### src/rtl/spi_frame_decoder_if.sv
// -----------------------------------------------------------------------------
// spi_frame_decoder_if
//
// Groups the word stream from the SPI slave shift stage, the single-cycle
// register-file port and the MISO return word into one bundle.
//
//   slave  modport : the frame decoder (consumes words, drives the register
//                    port, tx_data and frame_err)
//   master modport : the surrounding SPI stage / register file
//
// Signals:
//   in_valid   word-ready level, sclk domain (asynchronous to clk)
//   in_data    received 16-bit word
//   reg_we     register write strobe, one cycle wide
//   reg_re     register read strobe, one cycle wide
//   reg_addr   register address
//   reg_wdata  register write data
//   reg_rdata  register read data, valid one cycle after reg_re
//   tx_data    word to shift out on MISO during the next SPI word
//   frame_err  sticky framing error flag
// -----------------------------------------------------------------------------
interface spi_frame_decoder_if #(
    parameter int ADDR_W = 8
);
    logic              in_valid;
    logic [15:0]       in_data;
    logic              reg_we;
    logic              reg_re;
    logic [ADDR_W-1:0] reg_addr;
    logic [15:0]       reg_wdata;
    logic [15:0]       reg_rdata;
    logic [15:0]       tx_data;
    logic              frame_err;

    modport slave (
        input  in_valid, in_data, reg_rdata,
        output reg_we, reg_re, reg_addr, reg_wdata, tx_data, frame_err
    );

    modport master (
        output in_valid, in_data, reg_rdata,
        input  reg_we, reg_re, reg_addr, reg_wdata, tx_data, frame_err
    );
endinterface

### src/rtl/spi_frame_decoder.sv
// -----------------------------------------------------------------------------
// spi_frame_decoder
//
// Parses header + payload frames arriving as 16-bit words from the SPI slave
// shift stage, brings the word-ready level into the clk domain, and drives a
// single-cycle register port. Read data is returned on tx_data for the MISO
// shifter.
//
// Header word: [15] W (1 = write), [14:8] LEN (burst of LEN+1 words),
//              [7:0] start address (bits above ADDR_W must be zero).
//
// Ports:
//   clk    system clock
//   rst_n  asynchronous active-low reset
//   bus    spi_frame_decoder_if.slave (word stream in, register port out,
//          tx_data and frame_err out)
//
// Parameters:
//   FPGA_CLK     system clock frequency in Hz (informational)
//   ADDR_W       register address width, 1..8
//   TIMEOUT_CYC  idle cycles allowed mid-frame before the frame is aborted
//
// Build option:
//   SPI_DEC_TIMEOUT_EN  when defined, a frame that sits idle for TIMEOUT_CYC
//                       cycles outside IDLE is aborted with frame_err set and
//                       tx_data forced to zero. When undefined, a partial
//                       frame waits indefinitely.
// -----------------------------------------------------------------------------
module spi_frame_decoder #(
    parameter int FPGA_CLK    = 12_000_000,
    parameter int ADDR_W      = 8,
    parameter int TIMEOUT_CYC = 4096
) (
    input  logic                 clk,
    input  logic                 rst_n,
    spi_frame_decoder_if.slave   bus
);

    if (ADDR_W < 1 || ADDR_W > 8) begin : g_bad_addr_w
        $error("spi_frame_decoder: ADDR_W must be in 1..8");
    end
    if (FPGA_CLK <= 0) begin : g_bad_fpga_clk
        $error("spi_frame_decoder: FPGA_CLK must be positive");
    end
    if (TIMEOUT_CYC < 2) begin : g_bad_timeout
        $error("spi_frame_decoder: TIMEOUT_CYC must be at least 2");
    end

    typedef enum logic [1:0] {
        S_IDLE,
        S_WDATA,
        S_RCAP,
        S_RWAIT
    } state_e;

    // Header address bits that must be zero for the configured ADDR_W.
    localparam logic [7:0] ADDR_HI_MASK = 8'hFF << ADDR_W;

`ifdef SPI_DEC_TIMEOUT_EN
    localparam int TMO_W = ($clog2(TIMEOUT_CYC + 1) > 13) ? $clog2(TIMEOUT_CYC + 1) : 13;
    logic [TMO_W-1:0] tmo_cnt_q, tmo_cnt_d;
`endif

    // in_valid synchroniser and edge register
    logic sync1_q, sync1_d;
    logic sync2_q, sync2_d;
    logic edge_q,  edge_d;

    // frame state
    state_e            state_q, state_d;
    logic [ADDR_W-1:0] addr_q, addr_d;
    logic [6:0]        cnt_q, cnt_d;
    logic              pend_q, pend_d;

    // registered outputs
    logic              reg_we_q, reg_we_d;
    logic              reg_re_q, reg_re_d;
    logic [ADDR_W-1:0] reg_addr_q, reg_addr_d;
    logic [15:0]       reg_wdata_q, reg_wdata_d;
    logic [15:0]       tx_data_q, tx_data_d;
    logic              frame_err_q, frame_err_d;

    logic              word_evt;
    logic              hdr_addr_ok;
    logic [ADDR_W-1:0] addr_nxt;

    // A word arrives on the rising edge of the synchronised in_valid.
    assign word_evt    = sync2_q & ~edge_q;
    assign hdr_addr_ok = (bus.in_data[7:0] & ADDR_HI_MASK) == 8'h00;
    assign addr_nxt    = addr_q + 1'b1;   // wraps mod 2^ADDR_W by width

    always_comb begin
        // NOTE: every signal gets its default first so no path through the
        // case statement can leave one unassigned and infer a latch.
        sync1_d     = bus.in_valid;
        sync2_d     = sync1_q;
        edge_d      = sync2_q;
        state_d     = state_q;
        addr_d      = addr_q;
        cnt_d       = cnt_q;
        pend_d      = pend_q;
        reg_we_d    = 1'b0;
        reg_re_d    = 1'b0;
        reg_addr_d  = reg_addr_q;
        reg_wdata_d = reg_wdata_q;
        tx_data_d   = tx_data_q;
        frame_err_d = frame_err_q;

        unique case (state_q)
            S_IDLE: begin
                pend_d = 1'b0;
                if (word_evt) begin
                    if (!hdr_addr_ok) begin
                        // Out-of-range start address: flag and drop the frame.
                        frame_err_d = 1'b1;
                    end else begin
                        addr_d = bus.in_data[ADDR_W-1:0];
                        cnt_d  = bus.in_data[14:8];
                        if (bus.in_data[15]) begin
                            state_d = S_WDATA;
                        end else begin
                            reg_re_d   = 1'b1;
                            reg_addr_d = bus.in_data[ADDR_W-1:0];
                            state_d    = S_RCAP;
                        end
                    end
                end
            end

            S_WDATA: begin
                if (word_evt) begin
                    reg_we_d    = 1'b1;
                    reg_addr_d  = addr_q;
                    reg_wdata_d = bus.in_data;
                    if (cnt_q == 7'd0) begin
                        state_d = S_IDLE;
                    end else begin
                        cnt_d  = cnt_q - 1'b1;
                        addr_d = addr_nxt;
                    end
                end
            end

            S_RCAP: begin
                // First RCAP cycle is the reg_re cycle; read data is valid in
                // the cycle after it, so capture only once reg_re has dropped.
                if (!reg_re_q) begin
                    tx_data_d = bus.reg_rdata;
                    state_d   = S_RWAIT;
                end
                // An early word is remembered and replayed in RWAIT; a second
                // one cannot be held and aborts the frame.
                if (word_evt) begin
                    if (pend_q) begin
                        frame_err_d = 1'b1;
                        pend_d      = 1'b0;
                        state_d     = S_IDLE;
                    end else begin
                        pend_d = 1'b1;
                    end
                end
            end

            S_RWAIT: begin
                if (word_evt && pend_q) begin
                    frame_err_d = 1'b1;
                    pend_d      = 1'b0;
                    state_d     = S_IDLE;
                end else if (word_evt || pend_q) begin
                    pend_d = 1'b0;
                    if (cnt_q == 7'd0) begin
                        state_d = S_IDLE;
                    end else begin
                        cnt_d      = cnt_q - 1'b1;
                        addr_d     = addr_nxt;
                        reg_re_d   = 1'b1;
                        reg_addr_d = addr_nxt;
                        state_d    = S_RCAP;
                    end
                end
            end

            default: state_d = S_IDLE;
        endcase

`ifdef SPI_DEC_TIMEOUT_EN
        tmo_cnt_d = '0;
        if (state_q != S_IDLE && !word_evt) begin
            tmo_cnt_d = tmo_cnt_q + 1'b1;
            // Reaching TIMEOUT_CYC idle cycles overrides whatever the frame
            // logic decided this cycle.
            if (tmo_cnt_q == TMO_W'(TIMEOUT_CYC - 1)) begin
                tmo_cnt_d   = '0;
                frame_err_d = 1'b1;
                tx_data_d   = 16'h0000;
                reg_we_d    = 1'b0;
                reg_re_d    = 1'b0;
                pend_d      = 1'b0;
                state_d     = S_IDLE;
            end
        end
`endif
    end

    always_ff @(posedge clk or negedge rst_n) begin
        if (!rst_n) begin
            // NOTE: the synchroniser resets to 1 because the SPI stage idles
            // with in_valid high; resetting to 0 would fake a word on release.
            sync1_q     <= 1'b1;
            sync2_q     <= 1'b1;
            edge_q      <= 1'b1;
            state_q     <= S_IDLE;
            addr_q      <= '0;
            cnt_q       <= '0;
            pend_q      <= 1'b0;
            reg_we_q    <= 1'b0;
            reg_re_q    <= 1'b0;
            reg_addr_q  <= '0;
            reg_wdata_q <= '0;
            tx_data_q   <= 16'h0000;
            frame_err_q <= 1'b0;
`ifdef SPI_DEC_TIMEOUT_EN
            tmo_cnt_q   <= '0;
`endif
        end else begin
            sync1_q     <= sync1_d;
            sync2_q     <= sync2_d;
            edge_q      <= edge_d;
            state_q     <= state_d;
            addr_q      <= addr_d;
            cnt_q       <= cnt_d;
            pend_q      <= pend_d;
            reg_we_q    <= reg_we_d;
            reg_re_q    <= reg_re_d;
            reg_addr_q  <= reg_addr_d;
            reg_wdata_q <= reg_wdata_d;
            tx_data_q   <= tx_data_d;
            frame_err_q <= frame_err_d;
`ifdef SPI_DEC_TIMEOUT_EN
            tmo_cnt_q   <= tmo_cnt_d;
`endif
        end
    end

    assign bus.reg_we    = reg_we_q;
    assign bus.reg_re    = reg_re_q;
    assign bus.reg_addr  = reg_addr_q;
    assign bus.reg_wdata = reg_wdata_q;
    assign bus.tx_data   = tx_data_q;
    assign bus.frame_err = frame_err_q;

endmodule
### src/flat_wrapper.sv
// flat-port wrapper written by rule: the top's interface ports become plain ports
module spi_frame_decoder_flat 
#(
    parameter int FPGA_CLK    = 12_000_000,
    parameter int ADDR_W      = 8,
    parameter int TIMEOUT_CYC = 4096
)
  (clk, rst_n, bus_in_valid, bus_in_data, bus_reg_rdata, bus_reg_we, bus_reg_re, bus_reg_addr, bus_reg_wdata, bus_tx_data, bus_frame_err);
  spi_frame_decoder_if #(.ADDR_W(ADDR_W)) bus_i ();
  input  logic clk;
  input  logic rst_n;
  input wire logic [$bits(bus_i.in_valid)-1:0] bus_in_valid;
  input wire logic [$bits(bus_i.in_data)-1:0] bus_in_data;
  input wire logic [$bits(bus_i.reg_rdata)-1:0] bus_reg_rdata;
  output wire logic [$bits(bus_i.reg_we)-1:0] bus_reg_we;
  output wire logic [$bits(bus_i.reg_re)-1:0] bus_reg_re;
  output wire logic [$bits(bus_i.reg_addr)-1:0] bus_reg_addr;
  output wire logic [$bits(bus_i.reg_wdata)-1:0] bus_reg_wdata;
  output wire logic [$bits(bus_i.tx_data)-1:0] bus_tx_data;
  output wire logic [$bits(bus_i.frame_err)-1:0] bus_frame_err;
  assign bus_i.in_valid = bus_in_valid;
  assign bus_i.in_data = bus_in_data;
  assign bus_i.reg_rdata = bus_reg_rdata;
  assign bus_reg_we = bus_i.reg_we;
  assign bus_reg_re = bus_i.reg_re;
  assign bus_reg_addr = bus_i.reg_addr;
  assign bus_reg_wdata = bus_i.reg_wdata;
  assign bus_tx_data = bus_i.tx_data;
  assign bus_frame_err = bus_i.frame_err;
  spi_frame_decoder #(.FPGA_CLK(FPGA_CLK), .ADDR_W(ADDR_W), .TIMEOUT_CYC(TIMEOUT_CYC)) u_core (.clk(clk), .rst_n(rst_n), .bus(bus_i));
endmodule
### config.mk
export PLATFORM = sky130hd
export DESIGN_NAME = spi_frame_decoder_flat
export DESIGN_NICKNAME = d
export VERILOG_FILES = /design/src/rtl/spi_frame_decoder_if.sv /design/src/rtl/spi_frame_decoder.sv /design/src/flat_wrapper.sv
export SDC_FILE = /design/constraint.sdc
export NUM_CORES = 1
export LEC_CHECK = 0
export ABC_CLOCK_PERIOD_IN_PS = 2500
export BUFFER_PORTS_ARGS = -buffer_cell sky130_fd_sc_hd__buf_2
export CORE_ASPECT_RATIO = 0.75
export CORE_UTILIZATION = 54
export DETAILED_ROUTE_END_ITERATION = 6
export PLACE_DENSITY = 0.8
export SLEW_MARGIN = 20
export SYNTH_ARGS = -nofsm -noshare
export SYNTH_HDL_FRONTEND = slang
export SYNTH_SLANG_ARGS = --single-unit
### constraint.sdc
create_clock -name clk -period 2.5 [get_ports clk]
set_clock_uncertainty 0.1 [all_clocks]
set_input_delay 0.375 -clock clk [delete_from_list [all_inputs] [get_ports clk]]
set_output_delay 0.375 -clock clk [all_outputs]
set_load 0.02 [all_outputs]
=== Word level (Yosys, flattened, before mapping) ===
Cells that the tools add are included.

* $add $sub $neg: 2
* $mul: 0
* Divide/modulo/power cells: 0
* Order comparisons: 0
* Equality and inequality tests: 14
* Shift operators: 0
* Mux-type cells: 47
* Bitwise operators: 3
* Reductions and logical operators: 14

{| class="wikitable"
|+ Operators by type and width
! cell !! number
|-
| 8-bit two-way mux || 11
|-
| 8-bit case mux with 3 select lines || 2
|-
| 7-bit two-way mux || 5
|-
| 7-bit case mux with 3 select lines || 1
|-
| 2-bit two-way mux || 10
|-
| 1-bit two-way mux || 14
|-
| 2-bit by 1-bit != test with 1-bit output, second input constant || 7
|-
| 8-bit by 1-bit adder with 8-bit output, second input constant || 1
|-
| 2-bit case mux with 4 select lines || 1
|-
| 4-bit AND reduction || 2
|-
| 7-bit zero test || 1
|-
| 7-bit AND reduction || 1
|-
| 7-bit by 1-bit subtractor with 7-bit output, second input constant || 1
|-
| 2-bit != test, second input constant || 3
|-
| 3-bit nonzero test || 2
|-
| 5-bit AND reduction || 1
|-
| 2-bit == test, second input constant || 2
|-
| 1-bit case mux with 2 select lines || 2
|-
| 2-bit AND reduction || 2
|-
| 3-bit by 1-bit != test with 1-bit output, second input constant || 1
|-
| 1-bit case mux with 3 select lines || 1
|-
| 3-bit AND reduction || 1
|-
| 2-bit by 1-bit == test with 1-bit output, second input constant || 1
|-
| 2-bit zero test || 1
|-
| 5 further kinds || 6
|}

* Flip-flop bits (word level): 64
* Bits in latches: 0
* RAM bits: 0
* Bits in read-only memories: 0
* Bits of input ports: 35
* Output and inout port bits: 43
* Logic and storage cells: 93
* Memories kept: 0

=== Logic depth before layout (Yosys ltp) ===
Gate-level depths: netlist of the first run.

* Depth after elaboration: 6
* Depth in mapped cells: 9
* Mapped depth without buffers: 6

=== Worst setup path after synthesis of the first run ===
OpenSTA, ideal clock, no wires.

* Path kind: register to register
* Start point: reg u_core.cnt_q[0]
* End point: reg u_core.addr_q[1]
* Library setup time: 0.125 ns
* Arrival: 1.796 ns
* Data required time: 2.275 ns
* Setup slack: 0.479 ns
* Cell stages (with the launch flop): 7
* Buffers on the path: 0
* Clock period less this slack: 2.021 ns
* Cells stage by stage: dfrtp_1 > inv_1 > ha_1 > nor4b_2 > a21o_1 > a211oi_4 > mux2_2

* Cells in the longest elaborated chain, start to end: 5
* Elaborated cells on any way between the ends: 6
* Those cells by class: 5 x mux; 1 x reduce/logical

{| class="wikitable"
|+ Ends and longest elaborated chain
! what !! RTL line !! text
|-
| start: declaration || spi_frame_decoder.sv:72 || <nowiki>logic [6:0] cnt_q, cnt_d;</nowiki>
|-
| start signal: assignment || spi_frame_decoder.sv:231 || <nowiki>cnt_q <= cnt_d;</nowiki>
|-
| 7-bit zero test (*) || spi_frame_decoder.sv:135, spi_frame_decoder.sv:171 ||
|-
| 8-bit two-way mux (*) || -- ||
|-
| 8-bit two-way mux (2 in a row) || -- ||
|-
| 8-bit case mux with 3 select lines (*) || -- ||
|-
| end signal: assignment || spi_frame_decoder.sv:230 || <nowiki>addr_q <= addr_d;</nowiki>
|-
| end: declaration || spi_frame_decoder.sv:71 || <nowiki>logic [ADDR_W-1:0] addr_q, addr_d;</nowiki>
|}

Every way passes the cells marked *; elsewhere a longest branch is shown, timed or not. The select of a mux whose other input is x is not followed.
A chain may end at the register's enable or synchronous reset.

=== Worst setup path after layout of the first run ===
* Start point: reg u_core.state_q[1]
* End point: reg u_core.reg_addr_q[1] (netlist: u_core.bus.reg_addr[1])

* Cells in the longest elaborated chain, start to end: 3
* Elaborated cells on any way between the ends: 12
* Those cells by class: 8 x eq/ne; 1 x mux; 3 x reduce/logical

{| class="wikitable"
|+ Ends and longest elaborated chain
! what !! RTL line !! text
|-
| start: declaration || spi_frame_decoder.sv:70 || <nowiki>state_e state_q, state_d;</nowiki>
|-
| start signal: assignment || spi_frame_decoder.sv:229 || <nowiki>state_q <= state_d;</nowiki>
|-
| 2-bit == test (tied with other cells) || spi_frame_decoder.sv:109 || <nowiki>unique case (state_q)</nowiki>
|-
| 2-bit != test (no source line) (tied with other cells) || -- ||
|-
| 7-bit AND reduction (no source line) || -- ||
|-
| end signal: assignment || spi_frame_decoder.sv:235 || <nowiki>reg_addr_q <= reg_addr_d;</nowiki>
|-
| end: declaration || spi_frame_decoder.sv:78 || <nowiki>logic [ADDR_W-1:0] reg_addr_q, reg_addr_d;</nowiki>
|}

Several ways; a longest one is shown, not always the timed one.

==> impl_metrics.toml, run 1 <==
[job]
max_cap_violations = 0

[grt]
vias_in_the_first_global_route = 2798
grt_use_total_pct = 27.4
grt.overflow.total = 0
antenna_found_initial = 0
grt_pass1_wl_mm = 13.8
maximum_number_of_pins_on_one_net_before_global_route_repair = 28

[timing]
setup_tns_after_final_layout_ns = 0
final-max-slew-violation-count = 0
worst_pin_slew_ns = 0.556
timing.fmax_ghz = 0.426
grt_setup_unrepaired = "false"
finalHoldViolCount = 0
finalWorstPathRequiredPeriod_ns = 2.35
timing.max_slew.rel_slack_pct = 62.9
min_period_over_period_pct = 93.9
setup_viol_count_final = 0

[clocking]
htree_levels = 3
maximum_buffer_depth_of_the_clock_tree = 2
clock_insertion_delay_worst_skew_ns = 0.36
cts_num_sinks = 64
cts_made_buffers = 9
clock_pin_slew_worst_setup_and_hold_paths_ns = 0.08
tritoncts = "yes"
cts_root_buffer = "sky130_fd_sc_hd__clkbuf_8"

[critical_path]
worst_setup_path_end_kind = "flip-flop"
r2r-start = "u_core.state_q[1]$_DFFE_PN0P_"
worst_setup_path_start_kind = "flip-flop"
cp_slowest_cell = "sky130_fd_sc_hd__ha_1"
cp_slowest_stage_delay_ns = 0.52
crit_chain = "ha_1 > nand2b_1 > a21oi_1 > or3_1 > mux2_4"
flop_to_flop_setup_slack_ns = 0.15
cp_data_required_time_ns = 2.64
critical_path_class = "reg -> reg"
timing.critical_path.fanout_max = 11
critical_path.startpoint = "u_core.state_q[1]$_DFFE_PN0P_"
cp.arrival_ns = 2.49

[routing]
detail_route.wirelength_mm = 8.16
via_count = 2816
detailedRoute.firstPassIterationCount = 5
drc_errors = 0
drt_iter0_markers = 146
vias_per_cell = 5.97
drt-wirelength-per-cell_um = 17.3
final_antenna_net_count = 0

[pwr]
power.internal_w = 0.00384
power_frac_comb_pct = 53.9
power.static_leakage_nw = 1.94
share_clk_of_total_power_pct = 16.9
part_of_the_power_in_registers_pct = 29.3
power.switching_w = 0.00284
pwr_density_cell_mw_per_mm2 = 1590
switching_share_pct = 42.5
ir_worst_vdd_mv = 0.765

[layout]
mostFrequentLayoutCells = "sky130_fd_sc_hd__buf_2, sky130_fd_sc_hd__dfrtp_1, sky130_fd_sc_hd__mux2_2"
flow.area_growth_from_synthesis_pct = 23.1
final.fill_count = 453
layout-drive-gt1-share_pct = 40.1
finish.cell_count_without_fillers = 472
num_antenna_cells = 0
layout_commonest_cell = "sky130_fd_sc_hd__buf_2"
design.final.nets = 433

[floorplan]
design.die.area_mm2 = 0.00663
die_width_um = 93.7
die_h_um = 70.8
core_area_mm2 = 0.00595
placement_rows = 24
io-pin-count = 78
floorplan.initialDensity_pct = 57.2

[synth]
post_synth_instance_area_mm2 = 0.00340
synthFlopType = "sky130_fd_sc_hd__dfrtp_1"
yosysWarnings = 0
synth.ff_latch_count = 64
synth.distinct_cells = 55
synth_nets = 347
synth-edff-count = 0
postSynthCellCount = 303
yosysSeqAreaShare_pct = 47.2
synth.avg_cell_area_um2 = 11.2
async_set_or_reset_register_ratio_after_synthesis_pct = 100

[run_status]
outcome = "finished, final reports clean"

[placed_design]
place_congestion = 0.935
dp.cells = 455
dp_hpwl_mm = 5.91
io_buffer_count = 77

[worst_hold_path]
hold_path_class = "in -> reg"
hold_crit_start = "bus_in_valid"
==> cells in the mapped netlist, drive strengths merged (2+ instances only) <==
library cell  count  area share [%]
a31oi             5            0.92
o22a              4             1.0
o21a              3            0.66
xnor2             4             1.0
clkbuf            8            0.88
dfstp             3             2.3
nand4             3            0.55
a21o              2            0.44
mux2i             3            0.88
dfrtp            61              45
buf              11             2.2
or2               2            0.37
nand2b            2            0.37
nand3             5            0.74
a221oi            2            0.51
nor3              4            0.59
nor3b             2            0.44
or3               2            0.51
and3              2            0.37
a2bb2oi           7             2.0
nand2            16             1.8
o21ai            15             2.5
and3b             2            0.51
a22oi             9             2.0
nor2             17             1.9
a21oi            12             1.8
and2              2            0.37
ha                9             3.3
a22o              5             1.3
nor4              4            0.74
o2111ai           2            0.51
mux2             36              12
a2111oi          10             2.6
inv              13             1.4
o2bb2ai           2            0.51
==> routing by layer <==
metal | GRT usage, % | part of all wire (%) | up-vias | wire (um)
met3 | 6.34 | 7.2 | 18 | 589
li1 | - | - | 1307 | -
met5 | 0 | 0 | - | 0
met2 | 41.7 | 45 | 126 | 3650
met1 | 38.2 | 46 | 1365 | 3750
met4 | 10.9 | 2.2 | 0 | 181
==> power groups by stage <==
stage / Sequential [W] / Clock (W) / Combinational [W]
finish: 0.00195 / 0.00112 / 0.00359
global route: 0.00203 / 0.00119 / 0.00389
CTS: 0.00194 / 0.00114 / 0.00357
detailed placement: 0.00196 / 0 / 0.00354
global placement: 0.00193 / 0 / 0.00345
floorplan: 0.00230 / 0 / 0.00216
==> through the flow <==
stage          instance area (um^2)  setup WS (ns)  util [%]  power, W  hold WS (ns)
4_1_cts                        4190          0.183      70.4   0.00666       0.00207
6_report                       4190          0.152      70.5   0.00667        0.0166
2_1_floorplan                  3400          0.479         -   0.00446       -0.0206
5_1_grt                        4190        0.00983      70.5   0.00710        0.0120
3_5_place_dp                   3930          0.189      66.1   0.00550         0.251
3_3_place_gp                   3930          0.270      66.1   0.00537         0.248
==> flip-flops by register name (all words and copies together) (netlist names) <==
register,count
u_core.bus.reg_re,1
u_core.bus.frame_err,1
u_core.bus.reg_addr,8
u_core.edge_d,1
u_core.bus.tx_data,16
u_core.bus.reg_wdata,16
u_core.state_q,2
u_core.sync1_q,1
u_core.addr_q,8
u_core.pend_q,1
u_core.cnt_q,7
u_core.bus.reg_we,1
u_core.edge_q,1
==> final cells by class <==
| cell class | instances | area, um^2 | share of cell area (%) |
|---|---|---|---|
| well taps | 78 | 97.6 | 2.33 |
| multi-input cells | 207 | 1650 | 39.4 |
| inverters | 13 | 48.8 | 1.16 |
| clock buffers | 9 | 124 | 2.96 |
| clock inverters | 7 | 125 | 2.99 |
| flip-flops and latches | 64 | 1610 | 38.3 |
| repair buffers | 94 | 541 | 12.9 |
==> repair_timing <==
action | CTS | global route
setup buffers | 0 | 0
gates resized for setup | 0 | 3
endpoints found under the setup margin | 0 | 3
endpoints found under the hold margin | 22 | 0
hold buffers | 1 | 0
==> worst max-delay path, delay by kind of cell, from the launching register on <==
kind                       cells  cell delay [ns]
AOI/OAI and AO/OA              1             0.22
DFF                            1             0.43
and+or+nand+nor                2             0.61
adders and majority gates      1             0.52
muxes                          1             0.34
==> logic make-up (layout without fill, tap and decap cells) <==
logic type                 Yosys count  count (layout)  share of synthesized area [%]
AOI/OAI and AO/OA                   86              86                           19.1
xor gates and xnor gates             4               4                           1.03
adders and majority gates            9               9                           3.31
buffers and inverters               32             123                           4.49
DFF                                 64              64                           47.2
muxes                               39              39                           13.3
and+or+nand+nor                     69              69                           11.6
==> final timing paths <==
kind                                                        to  cells past startpoint
setup / recovery            u_core.bus.reg_addr[1]$_DFFE_PN0P_                      5
hold / removal                        u_core.sync1_q$_DFF_PN1_                      1
setup reg to reg            u_core.bus.reg_addr[1]$_DFFE_PN0P_                      5
hold reg to reg                        u_core.edge_d$_DFF_PN1_                      0
max in group asynchronous  u_core.bus.reg_wdata[4]$_DFFE_PN0P_                      3
min in group asynchronous   u_core.bus.tx_data[15]$_DFFE_PN0P_                      2
(Power assumes the default switching activity.)
==> run 2: changes to the inputs <==
- CORE_ASPECT_RATIO: 0.75 -> not set
==> run 2 against run 1 <==
Net effect: setup slack better by 0.031 ns; global-route usage decreased by 1.1 points; combinational power shrank 4%; final cell count decreased by 1.3%; wire length down 4.4%; utilization fell by 2.1 points; critical path type unchanged; clock power decreased by 21%.
==> impl_metrics.toml, run 2 (same netlist as run 1, synthesis figures left out) <==
[run_status]
outcome = "finished, final reports clean"

[floorplan]
placement_rows = 28
core_area_mm2 = 0.00599
io-pin-count = 78
floorplan.initialDensity_pct = 56.8
die_h_um = 81.4
die_width_um = 81.4
design.die.area_mm2 = 0.00662

[clocking]
cts_root_buffer = "sky130_fd_sc_hd__clkbuf_8"
htree_levels = 3
cts_hold_repair.buffers = 1
clock_pin_slew_worst_setup_and_hold_paths_ns = 0.07
post_cts.resized_instances = 0
cts_made_buffers = 9
post-cts-setup-buffer-count = 0
cts_num_sinks = 64
maximum_buffer_depth_of_the_clock_tree = 2
tritoncts = "yes"
clock_insertion_delay_worst_skew_ns = 0.34

[layout]
mostFrequentLayoutCells = "sky130_fd_sc_hd__buf_2, sky130_fd_sc_hd__dfrtp_1, sky130_fd_sc_hd__mux2_2"
design.final.nets = 430
num_antenna_cells = 0
flow.area_growth_from_synthesis_pct = 20.3
final.fill_count = 442
layout-drive-gt1-share_pct = 39.6
layout_commonest_cell = "sky130_fd_sc_hd__buf_2"
fin_area_mm2 = 0.00410

[critical_path]
worst_setup_path_end_kind = "flip-flop"
critical_path.reg2reg.endpoint = "u_core.addr_q[6]$_DFFE_PN0P_"
crit_chain = "inv_1 > ha_1 > nor2_1 > a2bb2oi_2 > buf_4 > a2111oi_0 > a2bb2oi_1"
critical_path_class = "reg -> reg"
worst_path_dominant_cell_family = "compound AO/OA/AOI/OAI gates"
cp.arrival_ns = 2.48
critical_path.startpoint = "u_core.state_q[1]$_DFFE_PN0P_"
flop_to_flop_setup_slack_ns = 0.18
r2r-start = "u_core.state_q[1]$_DFFE_PN0P_"
cp.buffers_inverters = 2
worst_r2r_path_depth = 7
cp_data_required_time_ns = 2.66
cp_slowest_stage_delay_ns = 0.52
worst_setup_path_start_kind = "flip-flop"
timing.critical_path.fanout_max = 8
cp_slowest_cell = "sky130_fd_sc_hd__a2111oi_0"

[pwr]
pwr_density_cell_mw_per_mm2 = 1540
power.internal_w = 0.00357
power.static_leakage_nw = 1.90
switching_share_pct = 43.3
ir_worst_vdd_mv = 0.768
part_of_the_power_in_registers_pct = 30.9
share_clk_of_total_power_pct = 14.1
power.switching_w = 0.00272
power_frac_comb_pct = 55.0

[routing]
drc_errors = 0
detail_route.wirelength_mm = 7.80
drt-wirelength-per-cell_um = 16.7
detailedRoute.firstPassIterationCount = 4
vias_per_cell = 5.91
final_antenna_net_count = 0
via_count = 2754
drt_iter0_markers = 210

[timing]
finalWorstPathRequiredPeriod_ns = 2.32
worst_pin_slew_ns = 0.603
timing.fmax_ghz = 0.431
timing.max_slew.rel_slack_pct = 59.8
min_period_over_period_pct = 92.7
grt_setup_unrepaired = "false"
setup_tns_after_final_layout_ns = 0
final-max-slew-violation-count = 0
finalHoldViolCount = 0
setup_viol_count_final = 0

[grt]
antenna_found_initial = 0
maximum_number_of_pins_on_one_net_before_global_route_repair = 41
vias_in_the_first_global_route = 2594
grt_use_total_pct = 26.3
grt.overflow.total = 0
grt_pass1_wl_mm = 12.9

[placed_design]
dp_hpwl_mm = 5.48
place_congestion = 0.891
standard_cell_area_after_detailed_placement_mm2 = 0.00389
io_buffer_count = 77

[job]
max_cap_violations = 0

[worst_hold_path]
hold_path_end = "u_core.sync1_q$_DFF_PN1_"
hold_crit_start = "bus_in_valid"
hold_path_class = "in -> reg"
whs_path_depth = 1
run 2: cell types whose count changed in the layout (fill, tap and decap cells not counted), moves of 2 or more:
cell / delta
sky130_fd_sc_hd__a2111oi_1: -3
sky130_fd_sc_hd__a2111oi_0: +3
sky130_fd_sc_hd__clkinvlp_4: +2
sky130_fd_sc_hd__buf_4: -2
sky130_fd_sc_hd__clkinv_2: +2
sky130_fd_sc_hd__inv_6: -3
sky130_fd_sc_hd__bufinv_16: -2
run 2: power groups by stage:
stage	logic, W	clock network, W	registers (W)
after floorplan	0.00216	0	0.00230
after global placement	0.00335	0	0.00192
after detailed placement	0.00344	0	0.00195
after CTS	0.00345	0.000894	0.00194
after global routing	0.00377	0.000940	0.00203
final	0.00346	0.000887	0.00194
run 2: final cells by class:
cell class / count / area [um^2] / area share (%)
Timing Repair Buffer: 91 / 505 / 12.3
Clock buffer: 9 / 124 / 3.02
Clock inverter: 7 / 72.6 / 1.77
Tap cell: 75 / 93.8 / 2.29
Multi-Input combinational cell: 207 / 1650 / 40.2
Sequential cell: 64 / 1610 / 39.2
Inverter: 13 / 48.8 / 1.19
run 2: worst max-delay path by stage:
stage	to	slack [ns]	cells after the start
after detailed placement	u_core.addr_q[2]$_DFFE_PN0P_	0.19	7
final	u_core.addr_q[6]$_DFFE_PN0P_	0.18	7
after global routing	u_core.addr_q[6]$_DFFE_PN0P_	0.02	7
after floorplan	u_core.addr_q[1]$_DFFE_PN0P_	0.48	6
after CTS	u_core.addr_q[6]$_DFFE_PN0P_	0.22	7
after global placement	u_core.bus.reg_addr[0]$_DFFE_PN0P_	0.31	5
run 2: metal layers:
metal / routed length [um] / global-route usage [%]
met1: 3420 / 36.1
met2: 3680 / 40.1
met3: 584 / 6.52
met4: 121 / 9.29
met5: 0 / 0
run 2: metrics by stage:
stage	total power (W)	hold slack, ns	utilization (%)	worst slack, ns	std cells
after detailed placement	0.00540	0.247	64.9	0.194	449
after CTS	0.00629	0.0264	68.4	0.220	466
after global routing	0.00674	0.0188	68.4	0.0178	466
after global placement	0.00527	0.247	64.9	0.309	449
final	0.00629	0.0325	68.4	0.182	466
after floorplan	0.00446	-0.0206	-	0.479	303
==> run 3: changes to the inputs <==
- BUFFER_PORTS_ARGS: -buffer_cell sky130_fd_sc_hd__buf_2 -> not set
- CORE_UTILIZATION: 54 -> 55
- DONT_BUFFER_PORTS: not set -> 1
- PLACE_DENSITY: 0.8 -> 0.7
- SETUP_SLACK_MARGIN: not set -> 0.3
==> run 3 against run 2 <==
Net effect: critical path depth stayed put; final cell count is 16% lower; global-route usage is 1.6 points lower; design area is 6.8% lower; utilization is 4.2 points lower; die area is 1.8% lower; maximum frequency is 9.3% higher; flip-flop and latch count stayed put; register-to-register slack better by 0.20 ns; sequential power is 26% higher; critical endpoint unchanged.
==> impl_metrics.toml, run 3 (same netlist as run 1, synthesis figures left out) <==
[routing]
via_count = 2476
detail_route.wirelength_mm = 7.35
final_antenna_net_count = 0
detailedRoute.firstPassIterationCount = 4
drc_errors = 0
vias_per_cell = 6.30
drt-wirelength-per-cell_um = 18.7
drt_iter0_markers = 177

[clocking]
tritoncts = "yes"
cts_made_buffers = 9
maximum_buffer_depth_of_the_clock_tree = 2
clock_insertion_delay_worst_skew_ns = 0.34
htree_levels = 3
cts_num_sinks = 64
clock_pin_slew_worst_setup_and_hold_paths_ns = 0.07
cts_root_buffer = "sky130_fd_sc_hd__clkbuf_8"

[placed_design]
dp_hpwl_mm = 5.09
place_congestion = 0.858
standard_cell_area_after_detailed_placement_mm2 = 0.00351
io_buffer_count = 0
place_ws_ns = 0.239

[layout]
fin_area_mm2 = 0.00382
layout-drive-gt1-share_pct = 27.4
flow.area_growth_from_synthesis_pct = 12.2
design.final.nets = 359
layout_commonest_cell = "sky130_fd_sc_hd__dfrtp_1"
mostFrequentLayoutCells = "sky130_fd_sc_hd__dfrtp_1, sky130_fd_sc_hd__mux2_2, sky130_fd_sc_hd__nand2_1, sky130_fd_sc_hd__buf_4, sky130_fd_sc_hd__nor2_1"
final.fill_count = 461
num_antenna_cells = 0

[floorplan]
design.die.area_mm2 = 0.00651
placement_rows = 28
die_h_um = 80.7
core_area_mm2 = 0.00596
die_width_um = 80.7
floorplan.initialDensity_pct = 57.1
io-pin-count = 78

[grt]
grt_use_total_pct = 24.6
global_route.peak_usage_layer = "met2"
grt.overflow.total = 0
grt_pass1_wl_mm = 11.7
antenna_found_initial = 0
use_met1_pct = 32.4
maximum_number_of_pins_on_one_net_before_global_route_repair = 65
vias_in_the_first_global_route = 2469
global_route.usage.met2_pct = 37.5
met3_usage_pct = 6.82

[critical_path]
cp_data_required_time_ns = 2.66
worst_setup_path_end_kind = "flip-flop"
cp_slowest_stage_delay_ns = 0.43
worst_setup_path_start_kind = "flip-flop"
flop_to_flop_setup_slack_ns = 0.38
crit_chain = "inv_1 > ha_1 > nor4b_2 > a21o_1 > buf_4 > a2111oi_0 > a2bb2oi_1"
worst_r2r_path_depth = 7
timing.critical_path.fanout_max = 9
cp_slowest_cell = "sky130_fd_sc_hd__a2111oi_0"
critical_path_class = "reg -> reg"
cp.arrival_ns = 2.28

[timing]
finalHoldViolCount = 0
finalWorstPathRequiredPeriod_ns = 2.12
setup_tns_after_final_layout_ns = 0
finalWorstSetupSlack_ns = 0.380
min_period_over_period_pct = 84.8
timing.max_slew.rel_slack_pct = 64.6
setup_viol_count_final = 0
final-max-slew-violation-count = 0
worst_pin_slew_ns = 0.531
grt_setup_unrepaired = "true"
timing.fmax_ghz = 0.472

[pwr]
ir_worst_vdd_mv = 0.690
pwr_density_cell_mw_per_mm2 = 1620
totalPowerFinal_w = 0.00619
power.static_leakage_nw = 1.63

[job]
max_cap_violations = 0

[run_status]
outcome = "finished, final reports clean"

[worst_hold_path]
whs_path_depth = 2
hold_path_class = "in -> reg"
-- run 3: through the flow --
step	utilization, %	hold WS [ns]	std cells
floorplan	-	-0.0206	303
global placement	58.9	-0.0194	373
detailed placement	58.9	-0.0192	373
CTS	63.1	0.0654	390
global route	64.1	0.0703	393
finish	64.1	0.0749	393
-- run 3: worst max-delay path, delay by kind of cell (launching register included) --
family / cells / cell delay [ns]
buffers and inverters: 2 / 0.27
AOI/OAI and AO/OA: 3 / 0.86
and+or+nand+nor: 1 / 0.20
adders and majority gates: 1 / 0.25
DFF: 1 / 0.36
-- run 3: cell type report --
type	instances	area (um^2)	share of cell area, %
repair buffers	20	188	4.91
clock inverters	3	42.5	1.11
flip-flops and latches	64	1610	42.0
inverters	13	48.8	1.28
multi-input cells	207	1690	44.2
clock buffers	11	151	3.96
well taps	75	93.8	2.46
-- run 3: final timing paths --
| path | from | to |
|---|---|---|
| worst max-delay path | u_core.cnt_q[0]$_DFFE_PN0P_ | u_core.addr_q[6]$_DFFE_PN0P_ |
| worst max register to register | u_core.cnt_q[0]$_DFFE_PN0P_ | u_core.addr_q[6]$_DFFE_PN0P_ |
| worst min-delay path | bus_in_data[15] | u_core.state_q[0]$_DFFE_PN0P_ |
| min in group asynchronous | rst_n | u_core.bus.reg_addr[4]$_DFFE_PN0P_ |
| max in group asynchronous | rst_n | u_core.edge_q$_DFF_PN1_ |
| worst min register to register | u_core.sync1_q$_DFF_PN1_ | u_core.edge_d$_DFF_PN1_ |
-- run 3: what timing repair did --
item,in CTS,in global routing
hold buffers,3,0
pin swaps,0,1
buffers inserted,0,3
resized for setup,1,15
endpoints found under the setup margin,9,22
endpoints found under the hold margin,65,0
-- run 3: where the power goes --
group	internal (W)	total (W)	leakage, nW	switching [W]
Clock	0.000502	0.000881	0.0973	0.000379
Sequential	0.00155	0.00244	0.748	0.000892
Combinational	0.00147	0.00286	0.784	0.00139
Total	0.00352	0.00619	1.63	0.00266
-- run 3: routing by layer --
layer / share of wire, % / wire length, um / vias to the layer above
li1: - / - / 1149
met1: 44 / 3220 / 1223
met2: 47 / 3440 / 96
met3: 8.2 / 605 / 8
met4: 1.0 / 77 / 0
met5: 0 / 0 / -
